--- config.mk ---
export PLATFORM = sky130hd
export DESIGN_NAME = reg_file_mp_sb
export DESIGN_NICKNAME = d
export VERILOG_FILES = /design/src/rtl/reg_file_pkg.sv /design/src/rtl/reg_scoreboard.sv /design/src/rtl/reg_file_mp_sb.sv
export SDC_FILE = /design/constraint.sdc
export NUM_CORES = 2
export LEC_CHECK = 0
export BUFFER_PORTS_ARGS = -buffer_cell sky130_fd_sc_hd__buf_4
export CAP_MARGIN = 5
export CORE_MARGIN = 2
export CORE_UTILIZATION = 55
export DETAILED_ROUTE_END_ITERATION = 16
export HOLD_SLACK_MARGIN = 0.02
export PLACE_DENSITY_LB_ADDON = 0.3
export SETUP_SLACK_MARGIN = 0.1
export SYNTH_ARGS = -nofsm -noshare
export SYNTH_HDL_FRONTEND = slang
export SYNTH_SLANG_ARGS = --single-unit
--- constraint.sdc ---
create_clock -name clk -period 5.8 [get_ports clk]
set_clock_uncertainty 0.15 [all_clocks]
set_input_delay 0.87 -clock clk [delete_from_list [all_inputs] [get_ports clk]]
set_output_delay 0.87 -clock clk [all_outputs]
set_load 0.01 [all_outputs]
--- src/rtl/reg_file_pkg.sv ---
// Shared types and defaults for the multi-port integer register file.
//   XLEN_DEF / NUM_REGS_DEF : default register width and architectural count
//   reg_addr_t / xword_t    : address and data types at the default sizes
//   ZERO_REG                : the hardwired-zero register (x0)
package reg_file_pkg;

  localparam int XLEN_DEF     = 32;
  localparam int NUM_REGS_DEF = 32;
  localparam int AW_DEF       = $clog2(NUM_REGS_DEF);

  typedef logic [AW_DEF-1:0]   reg_addr_t;
  typedef logic [XLEN_DEF-1:0] xword_t;

  localparam reg_addr_t ZERO_REG = '0;

endpackage : reg_file_pkg

--- src/rtl/reg_scoreboard.sv ---
// Pending-write (busy) bit per register, used by decode to stall on RAW hazards.
//   clk, rst  : rising-edge clock, synchronous active-high reset
//   rs_addr   : packed read addresses, port p at [p*AW +: AW]
//   rs_busy   : per read port, register has an outstanding producer
//   rsv_en/rsv_addr : set busy for the destination of an issuing instruction
//   wr_en/wr_addr/wr_clr : writeback; wr_clr marks the final producer (clear busy)
//   flush     : clear every busy bit
//   any_busy  : OR of the stored busy bits
module reg_scoreboard
  import reg_file_pkg::*;
#(
  parameter  int NUM_REGS     = NUM_REGS_DEF,
  parameter  int NUM_RD_PORTS = 2,
  parameter  int NUM_WR_PORTS = 2,
  localparam int AW           = $clog2(NUM_REGS)
) (
  input  logic                       clk,
  input  logic                       rst,
  input  logic [NUM_RD_PORTS*AW-1:0] rs_addr,
  output logic [NUM_RD_PORTS-1:0]    rs_busy,
  input  logic                       rsv_en,
  input  logic [AW-1:0]              rsv_addr,
  input  logic [NUM_WR_PORTS-1:0]    wr_en,
  input  logic [NUM_WR_PORTS*AW-1:0] wr_addr,
  input  logic [NUM_WR_PORTS-1:0]    wr_clr,
  input  logic                       flush,
  output logic                       any_busy
);

  logic [NUM_REGS-1:0] busy_q;
  logic [NUM_REGS-1:0] busy_d;
  logic [NUM_REGS-1:0] clr_vec;

  // Registers released by a final producer this cycle. Several ports hitting
  // the same register OR together, so any wr_clr among them clears it.
  always_comb begin
    // NOTE: every combinationally written signal gets a default first so no
    // path leaves it unassigned and no latch is inferred.
    clr_vec = '0;
    for (int w = 0; w < NUM_WR_PORTS; w++) begin
      if (wr_en[w] && wr_clr[w]) begin
        clr_vec[wr_addr[w*AW +: AW]] = 1'b1;
      end
    end
  end

  // Priority below reset: reserve > flush > clear > hold. The reserve is
  // applied last so a new producer supersedes a same-cycle clear or flush.
  always_comb begin
    if (flush) begin
      busy_d = '0;
    end else begin
      busy_d = busy_q & ~clr_vec;
    end
    if (rsv_en && (rsv_addr != AW'(ZERO_REG))) begin
      busy_d[rsv_addr] = 1'b1;
    end
    busy_d[0] = 1'b0;
  end

  always_ff @(posedge clk) begin
    // NOTE: state is updated with non-blocking assignments so every flop
    // samples pre-edge values regardless of statement order.
    if (rst) begin
      busy_q <= '0;
    end else begin
      busy_q <= busy_d;
    end
  end

  // Read-side lookup: a same-cycle final write hides the stored busy bit;
  // a same-cycle reservation is deliberately not visible until next cycle.
  always_comb begin
    rs_busy = '0;
    for (int p = 0; p < NUM_RD_PORTS; p++) begin
      logic [AW-1:0] a;
      logic          hit_clr;
      a       = rs_addr[p*AW +: AW];
      hit_clr = 1'b0;
      for (int w = 0; w < NUM_WR_PORTS; w++) begin
        if (wr_en[w] && wr_clr[w] && (wr_addr[w*AW +: AW] == a)) begin
          hit_clr = 1'b1;
        end
      end
      rs_busy[p] = (a != AW'(ZERO_REG)) && !hit_clr && busy_q[a];
    end
  end

  assign any_busy = |busy_q;

endmodule : reg_scoreboard

--- src/rtl/reg_file_mp_sb.sv ---
// Multi-port integer register file with write-to-read bypass, hardwired x0
// and an integrated busy-bit scoreboard.
//   clk, rst  : rising-edge clock, synchronous active-high reset
//   rs_addr   : packed read addresses, port p at [p*AW +: AW]
//   rs_data   : packed combinational read data, port p at [p*XLEN +: XLEN]
//   rs_busy   : per read port, register has a pending producer
//   rsv_en/rsv_addr : reserve a destination at issue
//   wr_en/wr_addr/wr_data/wr_clr : write ports, higher index wins
//   flush     : clear all busy bits, data kept
//   any_busy  : OR of stored busy bits
module reg_file_mp_sb
  import reg_file_pkg::*;
#(
  parameter  int XLEN         = XLEN_DEF,
  parameter  int NUM_REGS     = NUM_REGS_DEF,
  parameter  int NUM_RD_PORTS = 2,
  parameter  int NUM_WR_PORTS = 2,
  localparam int AW           = $clog2(NUM_REGS)
) (
  input  logic                         clk,
  input  logic                         rst,
  input  logic [NUM_RD_PORTS*AW-1:0]   rs_addr,
  output logic [NUM_RD_PORTS*XLEN-1:0] rs_data,
  output logic [NUM_RD_PORTS-1:0]      rs_busy,
  input  logic                         rsv_en,
  input  logic [AW-1:0]                rsv_addr,
  input  logic [NUM_WR_PORTS-1:0]      wr_en,
  input  logic [NUM_WR_PORTS*AW-1:0]   wr_addr,
  input  logic [NUM_WR_PORTS*XLEN-1:0] wr_data,
  input  logic [NUM_WR_PORTS-1:0]      wr_clr,
  input  logic                         flush,
  output logic                         any_busy
);

  logic [XLEN-1:0] regs_q [NUM_REGS];
  logic [XLEN-1:0] regs_d [NUM_REGS];

  // Ports are walked in ascending order so the highest-index port writing a
  // given register is the last assignment and therefore wins.
  always_comb begin
    regs_d = regs_q;
    for (int w = 0; w < NUM_WR_PORTS; w++) begin
      if (wr_en[w] && (wr_addr[w*AW +: AW] != AW'(ZERO_REG))) begin
        regs_d[wr_addr[w*AW +: AW]] = wr_data[w*XLEN +: XLEN];
      end
    end
  end

  always_ff @(posedge clk) begin
    // NOTE: the storage array is reset because the core relies on every
    // register reading as zero after reset, not only x0.
    if (rst) begin
      regs_q <= '{default: '0};
    end else begin
      regs_q <= regs_d;
    end
  end

  // Read mux with bypass; same ascending-priority rule as the write path.
  always_comb begin
    rs_data = '0;
    for (int p = 0; p < NUM_RD_PORTS; p++) begin
      logic [AW-1:0]   a;
      logic [XLEN-1:0] val;
      a   = rs_addr[p*AW +: AW];
      val = regs_q[a];
      for (int w = 0; w < NUM_WR_PORTS; w++) begin
        if (wr_en[w] && (wr_addr[w*AW +: AW] == a)) begin
          val = wr_data[w*XLEN +: XLEN];
        end
      end
      if (a == AW'(ZERO_REG)) begin
        val = '0;
      end
      rs_data[p*XLEN +: XLEN] = val;
    end
  end

  reg_scoreboard #(
    .NUM_REGS     (NUM_REGS),
    .NUM_RD_PORTS (NUM_RD_PORTS),
    .NUM_WR_PORTS (NUM_WR_PORTS)
  ) u_scoreboard (
    .clk      (clk),
    .rst      (rst),
    .rs_addr  (rs_addr),
    .rs_busy  (rs_busy),
    .rsv_en   (rsv_en),
    .rsv_addr (rsv_addr),
    .wr_en    (wr_en),
    .wr_addr  (wr_addr),
    .wr_clr   (wr_clr),
    .flush    (flush),
    .any_busy (any_busy)
  );

endmodule : reg_file_mp_sb

* Word level (Yosys, flattened, before mapping)
Cells that the tools add are included.
W data, S select, Z words.
** Word-level totals
- Bits in registers :: 1056
- Output and inout bits :: 67
- Word-level logic and storage cells :: 130
** Operators by class
- Order comparisons :: 14
- Equal/unequal tests :: 4
- Multiplexer cells :: 38
- Bitwise logic cells :: 8
- Reductions and logical operators :: 32
** Operator list (count)
- $bwmux W1024 :: 2
- $mux W1024 :: 2
- $mux W32 :: 16
- $bmux W32 S5 :: 2
- $demux W32 S5 :: 2
- $or A32 B32 Y32 :: 2
- $and A32 B32 Y32 :: 1
- $not A32 Y32 :: 1
- $reduce_or A32 Y1 :: 1
- $lt A5 B6 Y1 const B :: 5
- $reduce_bool A5 Y1 :: 5
- $ge A6 B6 Y1 const B :: 4
- $not A5 Y6 :: 4
- $logic_and A1 B1 Y1 :: 22
- $eq A5 B5 Y1 :: 4
- $demux W1 S5 :: 3
- $ge A5 B1 Y1 const B :: 3
- $lt A6 B1 Y1 const B :: 2
- $bmux W1 S5 :: 2
- $logic_not A5 Y1 :: 2
- $mux W1 :: 9
- $logic_not A1 Y1 :: 2

* Depth between registers and ports, before layout
- Depth in word-level cells :: 12
- Depth in mapped cells :: 9
- Gate-level depth less buffers :: 5

* Cells and area by module
From an unflattened synthesis, not the netlist that was laid out.
** Unflattened totals
- Cells, all modules :: 6906
- Area total of the unflattened synthesis :: 65361.4 um2
** Modules (own cells, without submodules)
- reg_file_mp_sb :: times used 1, cells an instance 6578, area each 62683.9 um2, seq. area each 20499.7 um2
- reg_scoreboard :: times used 1, cells an instance 328, area each 2677.6 um2, seq. area each 620.6 um2

* Worst setup path before layout
Ideal clock, no wire load.
- Kind :: input-to-output
- Start :: input rs_addr[0]
- End :: output rs_data[21]
- Arrival :: 2490 ps
- Required time :: 4780 ps
- Path slack :: 2290 ps
- Stages on the path :: 8
- Path buffers :: 3
- Cell sequence :: buf_2 > buf_2 > buf_1 > mux2_2 > a221oi_1 > nand3_1 > nand3_1 > a2bb2oi_1
** On the way
- Longest elaborated chain between the ends :: 7
- Elaborated cells on any way between the ends :: 12
** Ends and longest elaborated chain
- from (decl) :: RTL line reg_file_mp_sb.sv:22 : input logic [NUM_RD_PORTS*AW-1:0] rs_addr,
- $not A5 Y6 (implied by the code) :: RTL line reg_file_mp_sb.sv:66 : val = regs_q[a];
- $bmux W32 S5 :: RTL line reg_file_mp_sb.sv:66
- $mux W32 (implied by the code) (2 in series) :: RTL line reg_file_mp_sb.sv:66
- $mux W32 (2 in series) :: RTL line reg_file_mp_sb.sv:68 : if (wr_en[w] && (wr_addr[w*AW +: AW] == a)) begin
- $mux W32 * :: RTL line reg_file_mp_sb.sv:72 : if (a == AW'(ZERO_REG)) begin
- to (decl) :: RTL line reg_file_mp_sb.sv:23 : output logic [NUM_RD_PORTS*XLEN-1:0] rs_data,
Every way passes the cells marked *; elsewhere a longest branch is shown, timed or not. The select of a mux whose other input is x is not followed.

* Final worst setup path
- Start :: input rs_addr[7]
- End :: output rs_data[51]
The elaborated chain is that of the path after synthesis.

==> out/summary.txt <==
Status: finished, final reports clean
Violation count after the first detailed-route iteration: 10592
Total number of vias: 61597
Worst-path clk slew: 60 ps
Syn_nets: 7071
Post-CTS Setup Inserts: 0
Worst Tran Pin Value: 1319 ps
Overall Global Routing Usage: 41.51%
Prevailing post-synth register cell: dfxtp_1
Worst reg2reg path startpoint: regs_q[859]
Crit path max fanout: 22
# IOs: 164
Max VDD drop: 0.2500 mV
R2R cell count: 2
Distinct cell type count after synthesis: 62
Chip width: 350.0 um
Asr flop ratio synth: 0%
Final GP Congestion: 0.9123
GR Overflow Total: 0
Vias/cell: 7.593
Share of layout cells above drive strength 1: 18.77%
WP data arrival: 3950 ps
Max cap viols: 0
Root Buffer Master: clkbuf_16
Synth-to-Final Area Change: 7.205%
Sink Count: 1055
Final instance area: 70600 sq um
Worst R2R Setup Slack: 4710 ps
Synth area leaders: dfxtp_1 32%, mux4_2 13%, mux2i_1 13%
NumNets Final: 6508
Required time of the critical path: 4780 ps
CTS Buffer Depth: 3
DRT Pass-1 Iters: 10
Final count of negative-setup-slack endpoints: 0
Final period util: 85.74%
YS warnings: 0
Sum Neg Setup Slack: 0 ps
Syn avg cell area: 9.442 sq um
H-tree lvl count: 3
LEAKAGE: 25.59 nW
Largest net degree at the start of global routing: 140
Register area share after synthesis: 32.07%
Fin. max-slew vios: 0
Yosys top cell by area: dfxtp_1
Vias in the first global route: 58485
Global-route wire length before repair: 383.9 mm
CP endpoint kind: primary output
Final hold viol count: 0
Hold_buf cts: 0
Most frequent cells after synthesis: 1071 x nor2_1, 1055 x dfxtp_1, 840 x mux2i_1, 737 x a211oi_1, 606 x clkbuf_1
Max frequency: 0.2011 GHz
Crit path to: rs_data[51]
TritonCTS Buffers: 116
Yosys top cell area share: 32.07%
Multi-input gate area: 40780 sq um
Critical path type: input pin to primary output
Std-Cell Rows: 126
Cts repair resizes: 0
DR WL/cell: 32.40 um
TritonCTS clock tree: yes
Crit path from: rs_addr[7]
Core footprint: 118400 sq um
RR Endpoint: regs_q[859]
Worst slew margin: 11.77%
Later-pin clock latency in the skew report: 750 ps
Cell with the most instances after synthesis: nor2_1
Initial Utilization: 55.62%
Initial antenna violation count: 9
DRC: 0
Synth Instances: 6974
Cell Pwr Density: 246.2 nW/um^2
Post-synth EDFFs: 0
DP HPWL: 147.2 mm
Buffers added on ports: 163
Total Wirelength: 262.9 mm
Unrepaired setup endpoints after global routing: false
Worst setup SP type: input pin
DP Area: 66650 sq um
Die Height: 350.0 um
Seq cells post-synth: 1055
Register Area: 21120 sq um
Fillers: 9765
Period minus WS final: 4973 ps
Die area: 122500 sq um
Worst Hold Class: flip-flop to flip-flop
Antenna viol nets, final: 0
Mapped cell area: 65850 sq um
how the worst min path moves through the flow:
| stage | start | to | slack (ps) | cells after the start |
|---|---|---|---|---|
| after floorplan | regs_q[1000] | regs_q[1000] | 300 | 1 |
| after global placement | regs_q[993] | regs_q[993] | 310 | 1 |
| after detailed placement | regs_q[1005] | regs_q[1005] | 320 | 1 |
| after CTS | regs_q[992] | regs_q[992] | 330 | 1 |
| after global routing | regs_q[995] | regs_q[995] | 340 | 1 |
| final | regs_q[992] | regs_q[992] | 330 | 1 |
report_power, final:
part	internal (mW)	switching, mW	total, mW
clock network	4.46	3.34	7.80
registers	7.38	0.106	7.49
logic	0.684	1.42	2.10
total	12.5	4.86	17.4
through the flow:
| step | power, mW | util [%] | instances | hold slack [ps] | worst slack, ps |
|---|---|---|---|---|---|
| 5_1_grt | 17.68 | 59.62 | 8109 | 335.3 | 915.8 |
| 3_3_place_gp | 9.614 | 56.29 | 7893 | 312.8 | 1086 |
| 6_report | 17.38 | 59.63 | 8112 | 329.9 | 827.0 |
| 4_1_cts | 17.24 | 59.61 | 8105 | 329.2 | 1080 |
| 3_5_place_dp | 9.644 | 56.29 | 7893 | 317.6 | 1101 |
| 2_1_floorplan | 8.950 | - | 6974 | 300.9 | 2290 |
sequential cells by signal, indices dropped and copies added, names as in the netlist:
signal               count
regs_q                1024
u_scoreboard.busy_q     31
routing by layer:
layer | global-route usage, % | part of all wire [%]
met2 | 61.62 | 43
met4 | 30.11 | 8.6
met1 | 51.88 | 36
met5 | 0 | 0.035
met3 | 11.52 | 13
cell families (layout without fill, tap and decap cells):
logic type	count (synthesis)	count (layout)	synth area share [%]
compound gates	1437	1437	17.39
xor+xnor	20	20	0.2660
buf+inv	987	518	6.665
flops	1055	1055	32.07
mux	1464	1464	30.55
other cells	0	7	0
simple gates	2011	2011	13.06
layout by cell type (no fill, tap or decap), types with 25 or more instances in the layout:
master / n
a211oi_1: 737
a21oi_1: 35
a221o_1: 31
a221oi_1: 62
a22oi_1: 183
a311oi_1: 256
a32oi_1: 27
buf_12: 34
buf_4: 262
clkbuf_16: 116
clkbuf_8: 26
clkinv_2: 26
dfxtp_1: 1055
mux2_2: 218
mux2i_1: 840
mux4_1: 29
mux4_2: 377
nand2_1: 378
nand2_4: 25
nand3_1: 373
nor2_1: 1067
nor2b_1: 35
o2111ai_1: 37
o221ai_1: 31
cell type report:
class	count	area share (%)
multi-input cells	4932	57.77
flip-flops and latches	1055	29.92
clock buffers	164	4.736
repair buffers	301	3.857
well taps	1600	2.836
clock inverters	48	0.8348
inverters	5	0.02836
diodes	7	0.02481
worst max-delay path, cell delays in order:
cell and delay, ps:
buf_4 250, buf_4 450, or4_2 600, o21a_2 590
buf_12 300, nand3_1 120, a21oi_1 490, buf_4 220
No activity file was read; power rests on OpenSTA's default activity.
